### config.mk
export PLATFORM = sky130hd
export DESIGN_NAME = crossbar_master_bridge
export DESIGN_NICKNAME = d
export VERILOG_FILES = /design/src/rtl/crossbar_master_bridge.sv
export SDC_FILE = /design/constraint.sdc
export NUM_CORES = 1
export LEC_CHECK = 0
export ABC_AREA = 0
export CAP_MARGIN = 20
export CORE_MARGIN = 2
export CORE_UTILIZATION = 45
export DETAILED_ROUTE_END_ITERATION = 8
export GPL_TIMING_DRIVEN = 0
export PLACE_DENSITY = 0.75
export SLEW_MARGIN = 20
export SYNTH_ARGS = -nofsm -noshare
export SYNTH_HDL_FRONTEND = slang
export SYNTH_SLANG_ARGS = --single-unit
export TNS_END_PERCENT = 50
### constraint.sdc
create_clock -name clk -period 11.5 [get_ports clk]
set_input_delay 1.15 -clock clk [delete_from_list [all_inputs] [get_ports clk]]
set_output_delay 1.15 -clock clk [all_outputs]
set_load 0.02 [all_outputs]
### src/rtl/crossbar_master_bridge.sv
// Per-master crossbar front end: queues core requests, arbitrates via request/grant,
// issues one single-beat TileLink-UL A transaction and returns the D response to the core.
module crossbar_master_bridge #(
  parameter int ADDR_W  = 64,
  parameter int DATA_W  = 64,
  parameter int DEPTH   = 2,
  parameter int TIMEOUT = 255
) (
  input  logic                clk,
  input  logic                rst_n,
  input  logic                cpu_valid,
  output logic                cpu_ready,
  input  logic                cpu_write,
  input  logic [ADDR_W-1:0]   cpu_addr,
  input  logic [DATA_W-1:0]   cpu_wdata,
  input  logic [DATA_W/8-1:0] cpu_wmask,
  output logic                rsp_valid,
  output logic [DATA_W-1:0]   rsp_rdata,
  output logic                rsp_error,
  output logic                request,
  input  logic                grant,
  output logic                a_valid,
  input  logic                a_ready,
  output logic [2:0]          a_opcode,
  output logic [ADDR_W-1:0]   a_address,
  output logic [DATA_W-1:0]   a_data,
  output logic [DATA_W/8-1:0] a_mask,
  input  logic                d_valid,
  output logic                d_ready,
  input  logic [DATA_W-1:0]   d_data,
  input  logic                d_denied
);

  localparam int MW = DATA_W / 8;
  localparam int PW = $clog2(DEPTH);
  localparam int CW = $clog2(TIMEOUT + 1);
  localparam logic [PW:0]   FULL_CNT = (PW + 1)'(DEPTH);
  localparam logic [CW-1:0] LAST_CNT = CW'(TIMEOUT - 1);
  localparam logic [2:0] OP_GET      = 3'd4;
  localparam logic [2:0] OP_PUT_FULL = 3'd0;
  localparam logic [2:0] OP_PUT_PART = 3'd1;

  typedef enum logic [2:0] {IDLE, REQ, ISSUE, RESP, RELEASE} state_t;
  state_t state;

  logic              mem_write [DEPTH];
  logic [ADDR_W-1:0] mem_addr  [DEPTH];
  logic [DATA_W-1:0] mem_data  [DEPTH];
  logic [MW-1:0]     mem_mask  [DEPTH];

  logic [PW-1:0] wr_ptr, rd_ptr;
  logic [PW:0]   count;
  logic [CW-1:0] timer;
  logic          cur_write;
  logic          full, empty, push, pop, timed_out, resp_done;
  logic [2:0]    head_op;

  assign full      = (count == FULL_CNT);
  assign empty     = (count == '0);
  assign cpu_ready = !full;
  assign push      = cpu_valid && !full;
  assign timed_out = (timer == LAST_CNT);
  assign resp_done = (state == RESP) && (d_valid || timed_out);
  assign pop       = resp_done;
  assign head_op   = !mem_write[rd_ptr] ? OP_GET :
                     (&mem_mask[rd_ptr]) ? OP_PUT_FULL : OP_PUT_PART;

  // Storage is never read while empty, so it needs no reset.
  always_ff @(posedge clk) begin
    if (push) begin
      mem_write[wr_ptr] <= cpu_write;
      mem_addr[wr_ptr]  <= cpu_addr;
      mem_data[wr_ptr]  <= cpu_wdata;
      mem_mask[wr_ptr]  <= cpu_wmask;
    end
  end

  always_ff @(posedge clk or negedge rst_n) begin
    if (!rst_n) begin
      wr_ptr <= '0;
      rd_ptr <= '0;
      count  <= '0;
    end else begin
      if (push) wr_ptr <= wr_ptr + 1'b1;
      if (pop)  rd_ptr <= rd_ptr + 1'b1;
      case ({push, pop})
        2'b10:   count <= count + 1'b1;
        2'b01:   count <= count - 1'b1;
        default: count <= count;
      endcase
    end
  end

  // The head entry is popped as RESP hands over to RELEASE, so a withdrawn grant retries it.
  always_ff @(posedge clk or negedge rst_n) begin
    if (!rst_n) begin
      state     <= IDLE;
      request   <= 1'b0;
      a_valid   <= 1'b0;
      a_opcode  <= '0;
      a_address <= '0;
      a_data    <= '0;
      a_mask    <= '0;
      d_ready   <= 1'b0;
      rsp_valid <= 1'b0;
      rsp_rdata <= '0;
      rsp_error <= 1'b0;
      timer     <= '0;
      cur_write <= 1'b0;
    end else begin
      rsp_valid <= 1'b0;
      case (state)
        IDLE: begin
          if (!empty) begin
            state   <= REQ;
            request <= 1'b1;
          end
        end
        REQ: begin
          if (grant) begin
            state     <= ISSUE;
            a_valid   <= 1'b1;
            a_opcode  <= head_op;
            a_address <= mem_addr[rd_ptr];
            a_data    <= mem_data[rd_ptr];
            a_mask    <= mem_mask[rd_ptr];
            cur_write <= mem_write[rd_ptr];
          end
        end
        ISSUE: begin
          if (a_ready) begin
            state   <= RESP;
            a_valid <= 1'b0;
            d_ready <= 1'b1;
            timer   <= '0;
          end else if (!grant) begin
            state   <= REQ;
            a_valid <= 1'b0;
          end
        end
        RESP: begin
          timer <= timer + 1'b1;
          if (d_valid) begin
            rsp_valid <= 1'b1;
            rsp_rdata <= cur_write ? '0 : d_data;
            rsp_error <= d_denied;
          end else if (timed_out) begin
            rsp_valid <= 1'b1;
            rsp_rdata <= '0;
            rsp_error <= 1'b1;
          end
          if (resp_done) begin
            state   <= RELEASE;
            request <= 1'b0;
            d_ready <= 1'b0;
          end
        end
        RELEASE: state <= IDLE;
        default: state <= IDLE;
      endcase
    end
  end

endmodule

# After elaboration in Yosys (flattened, before gate mapping)
# Memories as Yosys holds them, arrays and structs flattened. A register that Yosys moved wholly into a read port is not among the register bits.
# Cells that the tools add are included.
op_classes:
  n_mux: 30
  n_reduce_logical: 21
  n_eq_ne: 12
  n_addsub: 5
op_table:
  columns: ["op", "count"]
  rows:
  - ["64-bit 2-to-1 mux", 3]
  - ["3-bit 2-to-1 mux", 6]
  - ["8-bit case mux with 2 select lines", 1]
  - ["1-bit 2-to-1 mux", 14]
  - ["3-bit case mux with 4 select lines", 1]
  - ["2-bit nonzero test", 5]
  - ["3-bit AND reduction", 3]
  - ["8-bit by 1-bit adder with 8-bit output, second input constant", 1]
  - ["8-bit == test, second input constant", 1]
  - ["8-bit 2-to-1 mux", 1]
  - ["2-bit != test, second input constant", 4]
  - ["8-bit AND reduction", 1]
  - ["3-bit by 2-bit == test with 1-bit output, second input constant", 2]
  - ["1-bit case mux with 2 select lines", 3]
  - ["2-bit AND reduction", 3]
  - ["2-bit == test, second input constant", 2]
  - ["2-bit case mux with 2 select lines", 1]
  - ["4-bit AND reduction", 1]
  - ["3-bit by 1-bit == test with 1-bit output, second input constant", 1]
  - ["1-bit zero test", 3]
  - ["3-bit zero test", 1]
  - ["3-bit != test, second input constant", 1]
  - ["1-bit adder, second input constant", 2]
  - ["2-bit by 1-bit adder with 2-bit output, second input constant", 1]
  - ["5 further kinds", 6]
totals:
  output_inout_bits: 209
  word_cells: 86
  mem_count: 4
  register_bits: 96
  ramBits: 274
memory_table:
  columns: ["memory", "words", "width", "read_ports", "rd_clocked_by_memory_dff", "wr", "line", "text"]
  rows:
  - ["mem_addr", 2, 64, 1, 1, 1, "47", "logic [ADDR_W-1:0] mem_addr [DEPTH];"]
  - ["mem_data", 2, 64, 1, 1, 1, "48", "logic [DATA_W-1:0] mem_data [DEPTH];"]
  - ["mem_mask", 2, 8, 1, 0, 1, "49", "logic [MW-1:0] mem_mask [DEPTH];"]
  - ["mem_write", 2, 1, 1, 0, 1, "46", "logic mem_write [DEPTH];"]

# Longest topological paths before layout
# Gate-level depths: netlist of the first run.
logic_depth:
  word_depth: 5
  depth_mapped: 10

# Least setup slack after synthesis of the first run
# OpenSTA, ideal clock, no wires.
synth_timing:
  path_type: "input -> register"
  start: "in cpu_valid"
  end: "mem mem_addr[0][0], enable pin"
  path_stages: 2
  setup_time_ns: 0.635
  arrival_ns: 6.941
  n_path_buf: 0
  slack_ns: 3.923
  path_cell_list: "nand2_1 nor2_1"
synth_via:
  elab_chain_cells: 3
synth_lines:
  columns: ["element", "line", "text"]
  rows:
  - ["start, declared", "11", "input logic cpu_valid,"]
  - ["1-bit logical AND", "61", "assign push = cpu_valid && !full;"]
  - ["1-bit 2-to-1 mux", "70", "if (push) begin"]
  - ["1-bit 2-to-1 mux (implied by the code)", "72", "mem_addr[wr_ptr] <= cpu_addr;"]
  - ["end, declared", "47", null]
# Every way passes these cells.

# Worst setup path after layout of the first run
layout_timing:
  start: "reg count[0]"
  end: "out cpu_ready"
layout_via:
  elab_chain_cells: 2
layout_lines:
  columns: ["element", "line", "text"]
  rows:
  - ["start, declared", "52", "logic [PW:0] count;"]
  - ["start signal, assigned", "87", "2'b10: count <= count + 1'b1;"]
  - ["start signal, assigned", "88", "2'b01: count <= count - 1'b1;"]
  - ["start signal, assigned", "89", "default: count <= count;"]
  - ["2-bit == test", "58", "assign full = (count == FULL_CNT);"]
  - ["1-bit zero test", "60", "assign cpu_ready = !full;"]
  - ["end, declared", "12", "output logic cpu_ready,"]
# Every way passes these cells.

==> impl_metrics.csv, run 1 <==
group,metric,value,unit
outcome,status,"complete, no violations",
yosys,seq_area_frac_synth,0.7727,
sta,min_period,3.024,ns
worst_setup_path,crit_type,"reg2out",
global_route,grt_overflow,0,
placement,placed_area,22970,um2
routing,first_iter_violations,712,
clock_network,clk_path_buf_depth,3,
floorplan,die_w,203.3,um
sta,rsz0062_at_grt,"false",
worst_setup_path,reg2reg_from,"count[0]",
worst_setup_path,startpoint_type,"register",
worst_setup_path,crit_end,"cpu_ready",
worst_setup_path,endpoint_kind,"output pin",
placement,hpwl,32.56,mm
floorplan,die_y,203.3,um
final_layout,multi_input_area,3690,um2
yosys,syn_nets,1338,
clock_network,cts_max_level,2,
final_layout,finalInstanceArea,24660,um2
routing,drcViolationCount,0,
yosys,synth_area,17870,um2
sta,clock_skew,0.02260,ns
yosys,yosysWarnings,0,
hold_path,hold-path-cell-count,2,
global_route,grt_pass1_vias,11970,
hold_path,hp-class,"reg2reg",
yosys,synthFlopType,"edfxtp_1",
worst_setup_path,r2r_slack,9.21,ns
clock_network,cts_sinks,497,
global_route,gr-usage-all-layers,0.2246,
floorplan,die-area,41320,um2
yosys,synthCells,1127,
final_layout,area_growth,37.98,%
worst_setup_path,crit_start,"count[0]",
routing,vias,11270,
placement,dp.cells,2078,
final_layout,drive_above_1_share,0.08682,
global_route,grt_pass1_wl,70.07,mm
power_and_ir_drop,ir_worst_vdd,246.6,uV
clock_network,cts_setup_buffers,0,
floorplan,initial_utilization,0.4529,
global_route,busiest_layer,"met2",
yosys,synth-seq-cells,497,
routing,drtPass1Iterations,5,
clock_network,cts.hold.buffers_added,0,
sta,slew_violations,0,
sta,tightest_slew,0.7920,ns
global_route,grtUsageMet1,0.2511,
global_route,grt_max_degree,94,
routing,vias_per_cell,5.180,
job,cap_violations,0,
final_layout,nNetsFinal,1817,
sta,clock.fmax,0.3307,GHz
placement,place.gp.congestion,0.8754,
yosys,yosysUniqueCellTypes,45,
power_and_ir_drop,power.density,278.5,nW/um2
global_route,use_met3,0.07606,
final_layout,num-fill-cells,2925,
sta,finalHoldViolCount,0,
final_layout,seq_area,13810,um2
sta,relSlewSlack,0.4720,
clock_network,cts_resized,0,
floorplan,rows,73,
clock_network,clk_pin_slew,0.06,ns
yosys,synth-edff-count,274,
yosys,syn_area_per_cell,15.86,um2
worst_setup_path,worstReg2RegEnd,"mem_addr[0][50]",
sta,min_period_over_period,0.2630,
final_layout,instances_no_fill,2176,
worst_setup_path,critPathArrivalTime,1.87,ns
worst_setup_path,reg2reg_depth,6,
floorplan,core_area,39460,um2
clock_network,cts_root_buffer,"clkbuf_16",
final_layout,fin_util,0.6249,
worst_setup_path,critPathRequiredTime,10.35,ns
global_route,grtUsageMet2,0.3975,
final_layout,layout_common_cells,"clkdlybuf4s50_1, edfxtp_1, dfrtp_1, nand2_1, mux2i_1",
routing,wl_per_cell,21.26,um
worst_setup_path,cp_max_fo,5,
global_route,antenna_found_initial,6,
power_and_ir_drop,p_leak,9.888,nW
routing,ant_nets,0,
routing,drt-total-wl,46.27,mm
clock_network,clk_latency,0.59,ns
yosys,ys_async_sr_fraction,0.4487,
clock_network,cts_tree,"done",
placement,io_buffers,415,
final_layout,final_common_cell,"clkdlybuf4s50_1",
clock_network,cts_buffers,51,
floorplan,ios,417,
sta,final-setup-viol-count,0,
[layer usage]
layer / wire [um] / share of wire
met3: 4058 / 0.088
met4: 1511 / 0.033
met1: 16850 / 0.36
met2: 23850 / 0.52
met5: 0 / 0
[worst min-delay path by stage]
stage	endpoint	start	slack, ns
2_1_floorplan	wr_ptr	wr_ptr	0.46
3_5_place_dp	a_data[11]	a_data[11]	0.47
6_report	a_data[40]	a_data[40]	0.48
3_3_place_gp	a_address[9]	a_address[9]	0.46
5_1_grt	a_data[4]	rst_n	0.51
4_1_cts	a_data[47]	a_data[47]	0.48
[flip-flops by register name, indices dropped and copies added (netlist names), 3 cells and up]
signal	flops
mem_data	128
a_address	64
a_mask	8
a_data	64
mem_addr	128
timer	8
state	3
mem_mask	16
rsp_rdata	64
[metrics by stage]
step           setup TNS, ns  setup WS (ns)  total power [W]  hold slack (ns)
2_1_floorplan              0          3.923         0.004065           0.4608
3_3_place_gp         -174.62        -0.7422         0.005204           0.4629
3_5_place_dp               0          8.186         0.005263           0.4694
4_1_cts                    0          8.459         0.006944           0.4829
5_1_grt                    0          8.408         0.007217           0.5081
6_report                   0          8.476         0.006868           0.4759
[synthesized netlist by cell type (all sizes together), types with 2 or more instances]
cell type	count	area share
nand3b	2	0.0011
xnor2	4	0.0020
nand4	5	0.0018
clkbuf	15	0.0032
o21a	2	0.00084
mux2i	135	0.076
a21oi	6	0.0017
edfxtp	274	0.46
and3	6	0.0021
nand2	147	0.031
nor3	3	0.0015
nand2b	2	0.00070
o31ai	2	0.00084
inv	6	0.0013
nand3	4	0.0014
nor2b	3	0.0011
ha	3	0.0021
dfrtp	223	0.31
buf	47	0.017
o21ai	149	0.042
nor2	11	0.0025
a22o	64	0.031
[layout make-up]
class	instances	share of cell area
Antenna cell	4	0.0004059
Buffer	62	0.01471
Clock buffer	68	0.05637
Clock inverter	26	0.01162
Inverter	6	0.0009133
Multi-Input combinational cell	562	0.1496
Sequential cell	497	0.5600
Tap cell	525	0.02664
Timing Repair Buffer	426	0.1797
[cells by family after synthesis]
family | synth area share
buf+inv | 0.02156
simple gates | 0.04488
other cells | 0.0002098
fa+ha+maj | 0.002101
xor+xnor | 0.002450
mux | 0.07561
flops | 0.7727
compound gates | 0.08052
[worst max-delay path, cell delays in order (launching register included)]
cell	delay (ns)
dfrtp_1	0.45
nand2b_1	0.20
clkdlybuf4s50_1	0.65
[power breakdown]
| part | switching [W] | internal (W) |
|---|---|---|
| registers | 0.000269 | 0.00250 |
| clock network | 0.000673 | 0.000982 |
| logic | 0.00136 | 0.00109 |
| total | 0.00230 | 0.00457 |
(Power assumes the default switching activity.)
==> inputs of run 2 (changes only) <==
--- a/config.mk
+++ b/config.mk
@@ -11,7 +11,7 @@
 export CORE_UTILIZATION = 45
 export DETAILED_ROUTE_END_ITERATION = 8
 export GPL_TIMING_DRIVEN = 0
-export PLACE_DENSITY = 0.75
+export PLACE_DENSITY = 0.78
 export SLEW_MARGIN = 20
 export SYNTH_ARGS = -nofsm -noshare
 export SYNTH_HDL_FRONTEND = slang
==> constraint.sdc (replaced) <==
create_clock -name clk -period 2.7 [get_ports clk]
set_input_delay 0.27 -clock clk [delete_from_list [all_inputs] [get_ports clk]]
set_output_delay 0.27 -clock clk [all_outputs]
set_load 0.02 [all_outputs]
==> impl_metrics.csv, run 2 (synthesis results as in run 1) <==
group,metric,value,unit
floorplan,die_y,203.3,um
power_and_ir_drop,ir_worst_vdd,715.3,uV
clock_network,clk_latency,0.60,ns
worst_setup_path,cp_max_fo,23,
job,cap_violations,0,
floorplan,rows,73,
floorplan,core_area,39460,um2
floorplan,die_w,203.3,um
clock_network,cts_buffers,50,
global_route,grt_pass1_vias,11750,
final_layout,num-fill-cells,2912,
global_route,grt_pass1_wl,68.15,mm
sta,min_period,2.244,ns
worst_setup_path,crit_type,"reg2reg",
clock_network,cts_tree,"done",
routing,vias,11210,
worst_setup_path,critPathMaxStageDelay,0.44,ns
hold_path,hp-class,"in2reg",
routing,drcViolationCount,0,
final_layout,top_regs,"mem_addr: 128 flops, mem_data: 128 flops",
worst_setup_path,crit_slowest_cell,"dfrtp_1",
clock_network,clk_pin_slew,0.06,ns
floorplan,ios,417,
placement,hpwl,31.94,mm
sta,hold_slack,0.2543,ns
placement,io_buffers,415,
placement,dp.cells,2078,
power_and_ir_drop,p_total,0.02934,W
routing,first_iter_violations,639,
clock_network,clk_path_buf_depth,3,
global_route,antenna_found_initial,3,
final_layout,nNetsFinal,1817,
placement,place.gp.congestion,0.8134,
final_layout,drive_above_1_share,0.08870,
sta,min_period_over_period,0.8311,
sta,clock.fmax,0.4456,GHz
sta,clock_skew,0.02763,ns
routing,vias_per_cell,5.160,
routing,ant_nets,0,
floorplan,die-area,41320,um2
final_layout,final_common_cell,"clkdlybuf4s50_1",
sta,slew_violations,0,
floorplan,initial_utilization,0.4529,
routing,wl_per_cell,20.98,um
sta,finalHoldViolCount,0,
routing,drtPass1Iterations,5,
sta,final-setup-viol-count,0,
global_route,gr-usage-all-layers,0.2185,
global_route,grt_overflow,0,
final_layout,instances_no_fill,2173,
power_and_ir_drop,power.density,1187,nW/um2
clock_network,cts_root_buffer,"clkbuf_16",
sta,tightest_slew,0.8270,ns
global_route,grt_max_degree,77,
clock_network,cts_max_level,2,
worst_setup_path,critPathRequiredTime,2.98,ns
routing,drt-total-wl,45.59,mm
placement,dp_slack,0.2696,ns
clock_network,cts_resized,0,
sta,relSlewSlack,0.4487,
clock_network,cts_sinks,497,
outcome,status,"complete, no violations",
final_layout,layout_common_cells,"clkdlybuf4s50_1, edfxtp_1, dfrtp_1, nand2_1, mux2i_1",
worst_setup_path,critPathArrivalTime,2.53,ns
worst_setup_path,crit_chain,"nand2b_4, nand2_4, nor2_4, buf_12, buf_16, buf_12, buf_16",
power_and_ir_drop,p_leak,9.921,nW
final_layout,area_growth,38.32,%
worst_setup_path,endpoint_kind,"register",
sta,tns,0,ns
worst_setup_path,startpoint_type,"register",
sta,worst_slack,0.4560,ns
sta,rsz0062_at_grt,"false",
## run 2: cell count changes in the layout (fill, tap and decap cells not counted), moves of 2 or more
cell	change
diode_2	-2
clkinv_2	-5
clkbuf_8	+5
clkbuf_1	-3
## run 2: what timing repair did
item                                    4_1_cts  5_1_grt
hold buffers                                  1        0
endpoints found under the setup margin        0        0
setup buffers                                 0        0
endpoints found under the hold margin        74        0
## run 2: layer usage
| layer | vias up | part of all wire | track usage |
|---|---|---|---|
| met2 | 421 | 0.51 | 0.3787 |
| met3 | 89 | 0.087 | 0.07494 |
| met1 | 5571 | 0.37 | 0.2487 |
| met5 | - | 0.00039 | 0 |
| li1 | 5130 | - | - |
| met4 | 2 | 0.034 | 0.08577 |
## run 2: area by class of cell
class | count | area, um2 | share of cell area
flip-flops and latches | 497 | 13810 | 0.5586
repair buffers | 427 | 4449 | 0.1800
multi-input cells | 562 | 3705 | 0.1499
clock buffers | 70 | 1448 | 0.05856
well taps | 525 | 656.9 | 0.02657
plain buffers | 62 | 362.8 | 0.01468
clock inverters | 22 | 261.5 | 0.01058
inverters | 6 | 22.52 | 0.0009111
diodes | 2 | 5.005 | 0.0002025
## run 2: power breakdown
part | switching [W] | total (W) | internal (W)
registers | 0.00114 | 0.0118 | 0.0106
logic | 0.00582 | 0.0105 | 0.00466
clock network | 0.00286 | 0.00709 | 0.00423
## run 2: critical path: cells and delay by family, from the launching register on
kind,cells,cell delay (ns)
buffers and inverters,4,0.81
and+or+nand+nor,3,0.65
DFF,1,0.44
## run 2: per-stage QoR
stage                     utilization  instance area, um2
after floorplan                     -               17890
after global placement         0.5754               22710
after detailed placement       0.5828               22990
after CTS                      0.6263               24710
after global routing           0.6265               24720
final                          0.6265               24720
## run 2: path summary, 6_finish.rpt
check,from,end,slack (ns),cells after the start
worst max register to register,count[0],mem_addr[0][3],0.46,7
worst min-delay path,cpu_wmask[0],mem_mask[0][0],0.25,1
min in group asynchronous,rst_n,a_data[6],0.27,2
worst max-delay path,count[0],mem_addr[0][3],0.46,7
worst min register to register,a_address[4],a_address[4],0.48,2
max in group asynchronous,rst_n,rsp_rdata[48],1.58,3
